==> config.mk <==
export PLATFORM = sky130hd
export DESIGN_NAME = mix_columns_iter
export DESIGN_NICKNAME = d
export VERILOG_FILES = /design/src/rtl/mix_columns_iter.sv
export SDC_FILE = /design/constraint.sdc
export NUM_CORES = 1
export LEC_CHECK = 0
export BUFFER_PORTS_ARGS = -buffer_cell sky130_fd_sc_hd__buf_2
export CELL_PAD_IN_SITES_DETAIL_PLACEMENT = 1
export CELL_PAD_IN_SITES_GLOBAL_PLACEMENT = 1
export CORE_ASPECT_RATIO = 1.4
export CORE_MARGIN = 3
export CORE_UTILIZATION = 39
export DETAILED_ROUTE_END_ITERATION = 10
export PLACE_DENSITY_LB_ADDON = 0.1
export SLEW_MARGIN = 40
export SYNTH_ARGS = -nofsm -noshare
export SYNTH_HDL_FRONTEND = slang
export SYNTH_SLANG_ARGS = --single-unit
==> constraint.sdc <==
create_clock -name clk -period 3.8 [get_ports clk]
set_input_delay 0 -clock clk [delete_from_list [all_inputs] [get_ports clk]]
set_output_delay 0 -clock clk [all_outputs]
set_load 0.02 [all_outputs]
==> src/rtl/mix_columns_iter.sv <==
// Iterative AES MixColumns engine: COLS_PER_CYCLE columns per clock, valid/ready on both sides.
// Define MIXCOL_INVERSE_EN to build the InvMixColumns datapath and honour INV_MODE.
module mix_columns_iter #(
    parameter int COLS_PER_CYCLE = 1
) (
    input  logic         clk,
    input  logic         rst,
    input  logic         IN_VALID,
    output logic         IN_READY,
    input  logic [127:0] IN_DATA,
    input  logic         INV_MODE,
    output logic         OUT_VALID,
    input  logic         OUT_READY,
    output logic [127:0] MIXED_DATA,
    output logic         BUSY
);

    generate
        if (COLS_PER_CYCLE != 1 && COLS_PER_CYCLE != 2 && COLS_PER_CYCLE != 4) begin : g_cfg_err
            $error("mix_columns_iter: COLS_PER_CYCLE must be 1, 2 or 4");
        end
    endgenerate

    typedef enum logic [1:0] {
        S_IDLE = 2'd0,
        S_BUSY = 2'd1,
        S_DONE = 2'd2
    } state_t;

    localparam logic [1:0] COL_STEP  = 2'(COLS_PER_CYCLE);
    localparam logic [2:0] COL_STEP3 = 3'(COLS_PER_CYCLE);

    function automatic logic [7:0] xtime(input logic [7:0] a);
        return {a[6:0], 1'b0} ^ (a[7] ? 8'h1B : 8'h00);
    endfunction

    function automatic logic [7:0] row_fwd(input logic [7:0] a0, input logic [7:0] a1,
                                           input logic [7:0] a2, input logic [7:0] a3);
        return xtime(a0) ^ xtime(a1) ^ a1 ^ a2 ^ a3;
    endfunction

    function automatic logic [31:0] fwd_col(input logic [31:0] c);
        return {row_fwd(c[31:24], c[23:16], c[15:8],  c[7:0]),
                row_fwd(c[23:16], c[15:8],  c[7:0],   c[31:24]),
                row_fwd(c[15:8],  c[7:0],   c[31:24], c[23:16]),
                row_fwd(c[7:0],   c[31:24], c[23:16], c[15:8])};
    endfunction

`ifdef MIXCOL_INVERSE_EN
    // 0E/0B/0D/09 products built from the shared x2/x4/x8 chain of each byte.
    function automatic logic [7:0] row_inv(input logic [7:0] a0, input logic [7:0] a1,
                                           input logic [7:0] a2, input logic [7:0] a3);
        logic [7:0] p0, p1, p2, p3;
        p0 = xtime(xtime(xtime(a0))) ^ xtime(xtime(a0)) ^ xtime(a0);
        p1 = xtime(xtime(xtime(a1))) ^ xtime(a1) ^ a1;
        p2 = xtime(xtime(xtime(a2))) ^ xtime(xtime(a2)) ^ a2;
        p3 = xtime(xtime(xtime(a3))) ^ a3;
        return p0 ^ p1 ^ p2 ^ p3;
    endfunction

    function automatic logic [31:0] inv_col(input logic [31:0] c);
        return {row_inv(c[31:24], c[23:16], c[15:8],  c[7:0]),
                row_inv(c[23:16], c[15:8],  c[7:0],   c[31:24]),
                row_inv(c[15:8],  c[7:0],   c[31:24], c[23:16]),
                row_inv(c[7:0],   c[31:24], c[23:16], c[15:8])};
    endfunction
`endif

    state_t           state_reg, state_next;
    logic [0:3][31:0] work_reg, work_next;   // index 0 is column 0 (MSB word)
    logic [1:0]       col_idx_reg, col_idx_next;
    logic             ready_en_reg;
    logic             accept;
    logic             load;
    logic             last_group;

    logic [1:0]  col_sel   [COLS_PER_CYCLE];
    logic [31:0] mixed_col [COLS_PER_CYCLE];

`ifdef MIXCOL_INVERSE_EN
    logic mode_reg;

    always_ff @(posedge clk or posedge rst) begin
        if (rst) begin
            mode_reg <= 1'b0;
        end else if (load) begin
            mode_reg <= INV_MODE;
        end
    end
`else
    logic unused_inv_mode;
    assign unused_inv_mode = INV_MODE;
`endif

    generate
        for (genvar gi = 0; gi < COLS_PER_CYCLE; gi++) begin : g_col
            assign col_sel[gi] = col_idx_reg + 2'(gi);
`ifdef MIXCOL_INVERSE_EN
            assign mixed_col[gi] = mode_reg ? inv_col(work_reg[col_sel[gi]])
                                            : fwd_col(work_reg[col_sel[gi]]);
`else
            assign mixed_col[gi] = fwd_col(work_reg[col_sel[gi]]);
`endif
        end
    endgenerate

    // ready_en_reg keeps IN_READY low through reset and the first edge after it.
    assign IN_READY   = ready_en_reg &
                        ((state_reg == S_IDLE) || ((state_reg == S_DONE) && OUT_READY));
    assign OUT_VALID  = (state_reg == S_DONE);
    assign BUSY       = (state_reg == S_BUSY);
    assign MIXED_DATA = work_reg;
    assign accept     = IN_VALID & IN_READY;
    assign last_group = (({1'b0, col_idx_reg} + COL_STEP3) == 3'd4);

    always_comb begin
        state_next   = state_reg;
        work_next    = work_reg;
        col_idx_next = col_idx_reg;
        load         = 1'b0;
        case (state_reg)
            S_IDLE: begin
                if (accept) begin
                    load       = 1'b1;
                    state_next = S_BUSY;
                end
            end
            S_BUSY: begin
                for (int i = 0; i < COLS_PER_CYCLE; i++) begin
                    work_next[col_sel[i]] = mixed_col[i];
                end
                col_idx_next = col_idx_reg + COL_STEP;
                if (last_group) begin
                    state_next = S_DONE;
                end
            end
            S_DONE: begin
                if (OUT_READY) begin
                    if (accept) begin
                        load       = 1'b1;
                        state_next = S_BUSY;
                    end else begin
                        state_next = S_IDLE;
                    end
                end
            end
            default: state_next = S_IDLE;
        endcase
        if (load) begin
            work_next    = IN_DATA;
            col_idx_next = 2'd0;
        end
    end

    always_ff @(posedge clk or posedge rst) begin
        if (rst) begin
            state_reg    <= S_IDLE;
            work_reg     <= '0;
            col_idx_reg  <= 2'd0;
            ready_en_reg <= 1'b0;
        end else begin
            state_reg    <= state_next;
            work_reg     <= work_next;
            col_idx_reg  <= col_idx_next;
            ready_en_reg <= 1'b1;
        end
    end

endmodule

==> reports/results.ini, run 1 <==
[critical_path]
critPathMaxFanout=23
critPathLaunchType=flop
worstPathRequired_ns=4.15
setup.worst_path.end_class=flop
criticalPathCategory=flop to flop
crit_arrival_ns=3.15

[layout]
n_antenna_cell=0
largest_reg_flops=128
fillCellCount=1933
final_common_cell=buf_2
mostFrequentLayoutCells=buf_2 (262), dfrtp_1 (131), dlygate4sd3_1 (130)
syn_to_final_growth_pct=47.64
drive_gt1_share_pct=37.44
nets=1092

[synthesis]
yosys_warnings=0
seq_area_frac_synth_pct=44.81
syn_nets=711
synthesis.area_sq_um=7427
synthCells=574
synth_cell_types=33
avgSynthCellArea_sq_um=12.94
ys_ff_latch=133

[global_route]
grt_pass1_wl_um=46210
antenna_found_initial=0
gr-total-overflow=0
grt_usage_pct=29.94
grt_max_degree=92
grt_pass1_vias=7907

[clocking]
cts_htree_levels=4
path_clk_slew_ns=0.06
cts_setup_buffers=0
clk-insertion-delay-late_ns=0.43
clk_path_buf_depth=2
clkSinkCount=133
cts-root-buf=clkbuf_16
ctsResizeCount=0
cts_hold_buffers=130
cts_tree=yes
cts_buffers=17

[hold_path]
hold_path.class=input pin to flop

[placed_design]
post-dp-hpwl_um=20310
numPortBuffers=262
gp_congestion=0.8409

[die]
start_util_pct=39.77
coreArea_sq_um=18680
io_pins=264
fp.dieW_um=122.6
die_area_sq_um=20760
rows=59
dieHeight_um=169.3

[route]
drtIter0Drc=468
routedWlPerCell_um=25.32
vias=7077
drt_pass1_iterations=6
wl_um=30660
vias_per_cell=5.844
drcViolationCount=0
ant_nets=0

[sta]
worst_slew_pin_slew_ns=0.8878
finalHoldViolCount=0
maxSlewHeadroom_pct=40.81
grt_setup_unrepaired=false
finalSetupViolations=0
fmax_mhz=356.8
fin_skew_ns=0.009788
fin_crit_sh_pct=73.76
setup_tns_ns=0
slew_violations=0
post-route-min-period_ns=2.803

[status]
outcome=complete, no violations

[job]
max_cap_viol_count=0

==> critical path: stages, from the launching register on <==
cell and delay, ns:
dfrtp_4 0.77, buf_12 0.24, mux4_2 0.62, xor2_1 0.35, xnor3_1 0.55, o21ai_1 0.18
==> synth_stat cells (all sizes together) <==
| cell type | n | area share [%] |
|---|---|---|
| dfrtp | 133 | 45 |
| o21ai | 130 | 8.8 |
| a22oi | 128 | 13 |
| clkbuf | 37 | 1.9 |
| xnor3 | 34 | 10 |
| mux4 | 32 | 9.7 |
| xnor2 | 19 | 3.5 |
| buf | 11 | 1.2 |
| xor2 | 11 | 1.4 |
| xor3 | 9 | 2.9 |
| inv | 5 | 0.25 |
| nand2 | 5 | 0.25 |
| ha | 4 | 0.67 |
| a32oi | 3 | 0.35 |
| nand2b | 2 | 0.17 |
| nand3 | 2 | 0.13 |
| nor2b | 2 | 0.17 |
| a21o | 1 | 0.10 |
| a31oi | 1 | 0.084 |
| and2 | 1 | 0.084 |
| and3 | 1 | 0.084 |
| and3b | 1 | 0.12 |
| conb | 1 | 0.050 |
| o31ai | 1 | 0.10 |
==> layout make-up <==
| type | instances | area [sq um] | share of cell area, % |
|---|---|---|---|
| Inverter | 5 | 26.28 | 0.2396 |
| Tap cell | 244 | 305.3 | 2.784 |
| Clock inverter | 8 | 101.3 | 0.9242 |
| Multi-Input combinational cell | 388 | 3933 | 35.86 |
| Sequential cell | 133 | 3333 | 30.40 |
| Clock buffer | 23 | 478.0 | 4.359 |
| Timing Repair Buffer | 410 | 2789 | 25.43 |
==> metrics by stage <==
step	utilization, %	area, sq um	setup WS [ns]	instances	hold slack [ns]
6_report	58.71	10970	0.9973	1211	0.01722
3_5_place_dp	48.56	9069	0.9524	1049	0.2330
4_1_cts	58.63	10950	0.9298	1210	0.01562
2_1_floorplan	-	7427	0.2456	574	0.1544
5_1_grt	58.71	10970	0.8249	1211	0.03467
3_3_place_gp	48.52	9061	0.8091	1049	0.2127
==> worst paths after layout <==
kind / startpoint / end / slack (ns) / cells past startpoint
min in group asynchronous: rst / ready_en_reg / 0.22 / 3
max: col_idx_reg[0] / MIXED_DATA[110] / 1.0 / 5
max in group asynchronous: rst / MIXED_DATA[89] / 2.50 / 4
max reg2reg: col_idx_reg[0] / MIXED_DATA[110] / 1.0 / 5
min: IN_VALID / state_reg[0] / 0.02 / 3
min reg2reg: MIXED_DATA[74] / MIXED_DATA[74] / 0.53 / 2
==> cells by family after synthesis <==
| kind of cell | Yosys count | synth area share (%) |
|---|---|---|
| fa+ha+maj | 4 | 0.6739 |
| buf+inv | 53 | 3.369 |
| mux | 32 | 9.703 |
| other cells | 1 | 0.05049 |
| simple gates | 14 | 1.011 |
| compound gates | 264 | 22.34 |
| flops | 133 | 44.81 |
| xor+xnor | 73 | 18.04 |
==> layer usage <==
metal  up-vias  GRT usage (%)  share of wire (%)  wire, um
met3        61          5.769                7.1      2168
li1       3013              -                  -         -
met1      3585          35.66                 37     11350
met2       418          52.70                 53     16160
met5         -              0                  0         0
met4         0          12.38                3.2       979
Power of run 1 is left out: the tool's default activity adds up to more than one toggle a clock period on the data nets, which glitch-free logic cannot reach.
==> run 2: changes to the inputs <==
ABC_AREA = 1   (was not set)
CORE_UTILIZATION = 37   (was 39)
clock period = 2.9 ns   (was 3.8 ns; I/O delays follow)
==> reports/results.ini, run 2 <==
[critical_path]
rr_endpoint=MIXED_DATA[123]
critPathLaunchType=flop
crit_end=MIXED_DATA[123]
criticalPathCategory=flop to flop
crit_arrival_ns=2.75
setup.worst_path.end_class=flop
r2r_cells=11
worstPathRequired_ns=3.21
ff2ff_setup_slack_ns=0.45
reg2reg_from=col_idx_reg[0]
crit_path_start=col_idx_reg[0]
critPathMaxFanout=60

[synthesis]
yosysTopAreaCell=dfrtp_1
synthesis.area_sq_um=10200
ys_top_cells_by_count=nand2_1 (791), nand3_1 (456), inv_1 (142)
synth_most_common_cell=nand2_1
ys_dominant_reg_cell=dfrtp_1
synthArstFlopShare_pct=100.0
synth_cell_types=30
synth_area_leaders=dfrtp_1 (33%), nand2_1 (29%), nand3_1 (22%), inv_1 (5.2%), nand2_2 (1.8%)
seq_area_frac_synth_pct=32.64
yosys_warnings=0
avgSynthCellArea_sq_um=5.995
synth_compound_area_share_pct=1.104
syn_nets=1838
ys_ff_latch=133
synthSimpleGateAreaFrac_pct=54.38
synthXorXnorAreaFrac_pct=0.9080
synthCells=1701
synthMuxAreaShare_pct=0
synth_top_area_share_pct=32.64
synth_top_family_by_area=simple AND/OR/NAND/NOR gates
synth_enable_flop_cells=0
synth_fa_ha_area_share_pct=0.4908

[global_route]
use_met1_pct=35.05
grt_busiest_layer=met2
grt_usage_pct=31.37
grt_pass1_vias=13850
gr-usage-met3_pct=5.068
grt_max_degree=130
gr-total-overflow=0
grt_pass1_wl_um=74180
grt_use_met2_pct=58.16
antenna_found_initial=0

[sta]
post-route-min-period_ns=2.446
finalSetupViolations=0
fmax_mhz=408.9
grt_setup_unrepaired=false
finalHoldViolCount=0
fin_crit_sh_pct=84.33
worst_slew_pin_slew_ns=0.6837
fin_skew_ns=0.008797
maxSlewHeadroom_pct=54.42
setup_tns_ns=0
slew_violations=0

[die]
rows=71
dieHeight_um=202.4
fp.dieW_um=146.3
io_pins=264
start_util_pct=37.76
die_area_sq_um=29620
coreArea_sq_um=27010

[layout]
nets=2184
regArea_sq_um=3331
drive_gt1_share_pct=18.30
syn_to_final_growth_pct=34.23
mostFrequentLayoutCells=nand2_1 (790), nand3_1 (456), buf_2 (261)
fillCellCount=3790
multi_input_area_sq_um=5819
largest_reg_flops=128
final_util_pct=50.69
n_antenna_cell=0
final_common_cell=nand2_1

[route]
drcViolationCount=0
wl_um=46620
ant_nets=0
drtIter0Drc=735
drt_pass1_iterations=5
vias=12910
vias_per_cell=5.324
routedWlPerCell_um=19.22

[status]
outcome=complete, no violations

[clocking]
cts_buffers=17
path_clk_slew_ns=0.06
cts_hold_buffers=131
clk-insertion-delay-late_ns=0.44
cts_tree=yes
cts-root-buf=clkbuf_16
clkSinkCount=133
ctsResizeCount=0
cts_setup_buffers=0
cts_htree_levels=4
clk_path_buf_depth=2

[job]
max_cap_viol_count=0

[placed_design]
post-dp-hpwl_um=31920
numPortBuffers=262
gp_congestion=0.8560

[hold_path]
hold_path.class=input pin to flop
hold_start=IN_VALID

run 2: cell types whose count changed after synthesis, sizes merged, moves of 13 or more:
cell / change
buf: +37
mux4: -32
nand3: +457
xnor3: -34
inv: +148
xnor2: -13
nand2: +817
o21ai: -120
a22oi: -128
run 2: final cells by class:
| class | count | share of cell area, % |
|---|---|---|
| clock buffer | 25 | 3.766 |
| sequential | 133 | 24.33 |
| tap | 365 | 3.336 |
| timing repair buffer | 420 | 21.12 |
| clock inverter | 7 | 0.6764 |
| multi-input combinational | 1322 | 42.51 |
| inverter | 153 | 4.260 |
run 2: cell families (layout without fill, tap and decap cells):
| kind of cell | count (synthesis) | in the layout |
|---|---|---|
| buf+inv | 246 | 605 |
| fa+ha+maj | 4 | 4 |
| flops | 133 | 133 |
| compound gates | 17 | 17 |
| xor+xnor | 8 | 8 |
| simple gates | 1292 | 1292 |
| other cells | 1 | 1 |
run 2: how the worst min path moves through the flow:
stage	end	slack [ns]	cells past startpoint
2_1_floorplan	state_reg[1]	0.1	1
3_5_place_dp	MIXED_DATA[64]	0.11	2
3_3_place_gp	MIXED_DATA[64]	0.11	2
5_1_grt	MIXED_DATA[79]	0.06	5
6_report	MIXED_DATA[71]	0.03	5
4_1_cts	MIXED_DATA[71]	0.001	5
run 2: critical path, cell delays in order, from the launching register on:
cell     delay (ns)
dfrtp_2        0.44
inv_6          0.40
buf_4          0.26
nand2_1        0.08
nand2_1        0.07
nand2_1        0.05
nand2_1        0.22
nand2_1        0.12
nand3_1        0.11
nand4_1        0.23
nand3_1        0.19
nand2_1        0.12
run 2: layer usage:
metal	wire (um)	share of wire, %
met5	0	0
met4	1965	4.2
met3	2233	4.8
met2	24670	53
met1	17750	38
run 2: stage by stage:
step	setup slack, ns	area [sq um]	instances	hold slack (ns)
after floorplan	1.169	10200	1701	0.09569
after global placement	0.6090	11770	2262	0.1064
after detailed placement	0.5403	11770	2262	0.1103
after CTS	0.5190	13690	2425	0.001014
after global routing	0.2562	13690	2425	0.05599
final	0.4544	13690	2425	0.02518
Power of run 2 is left out for the same reason.
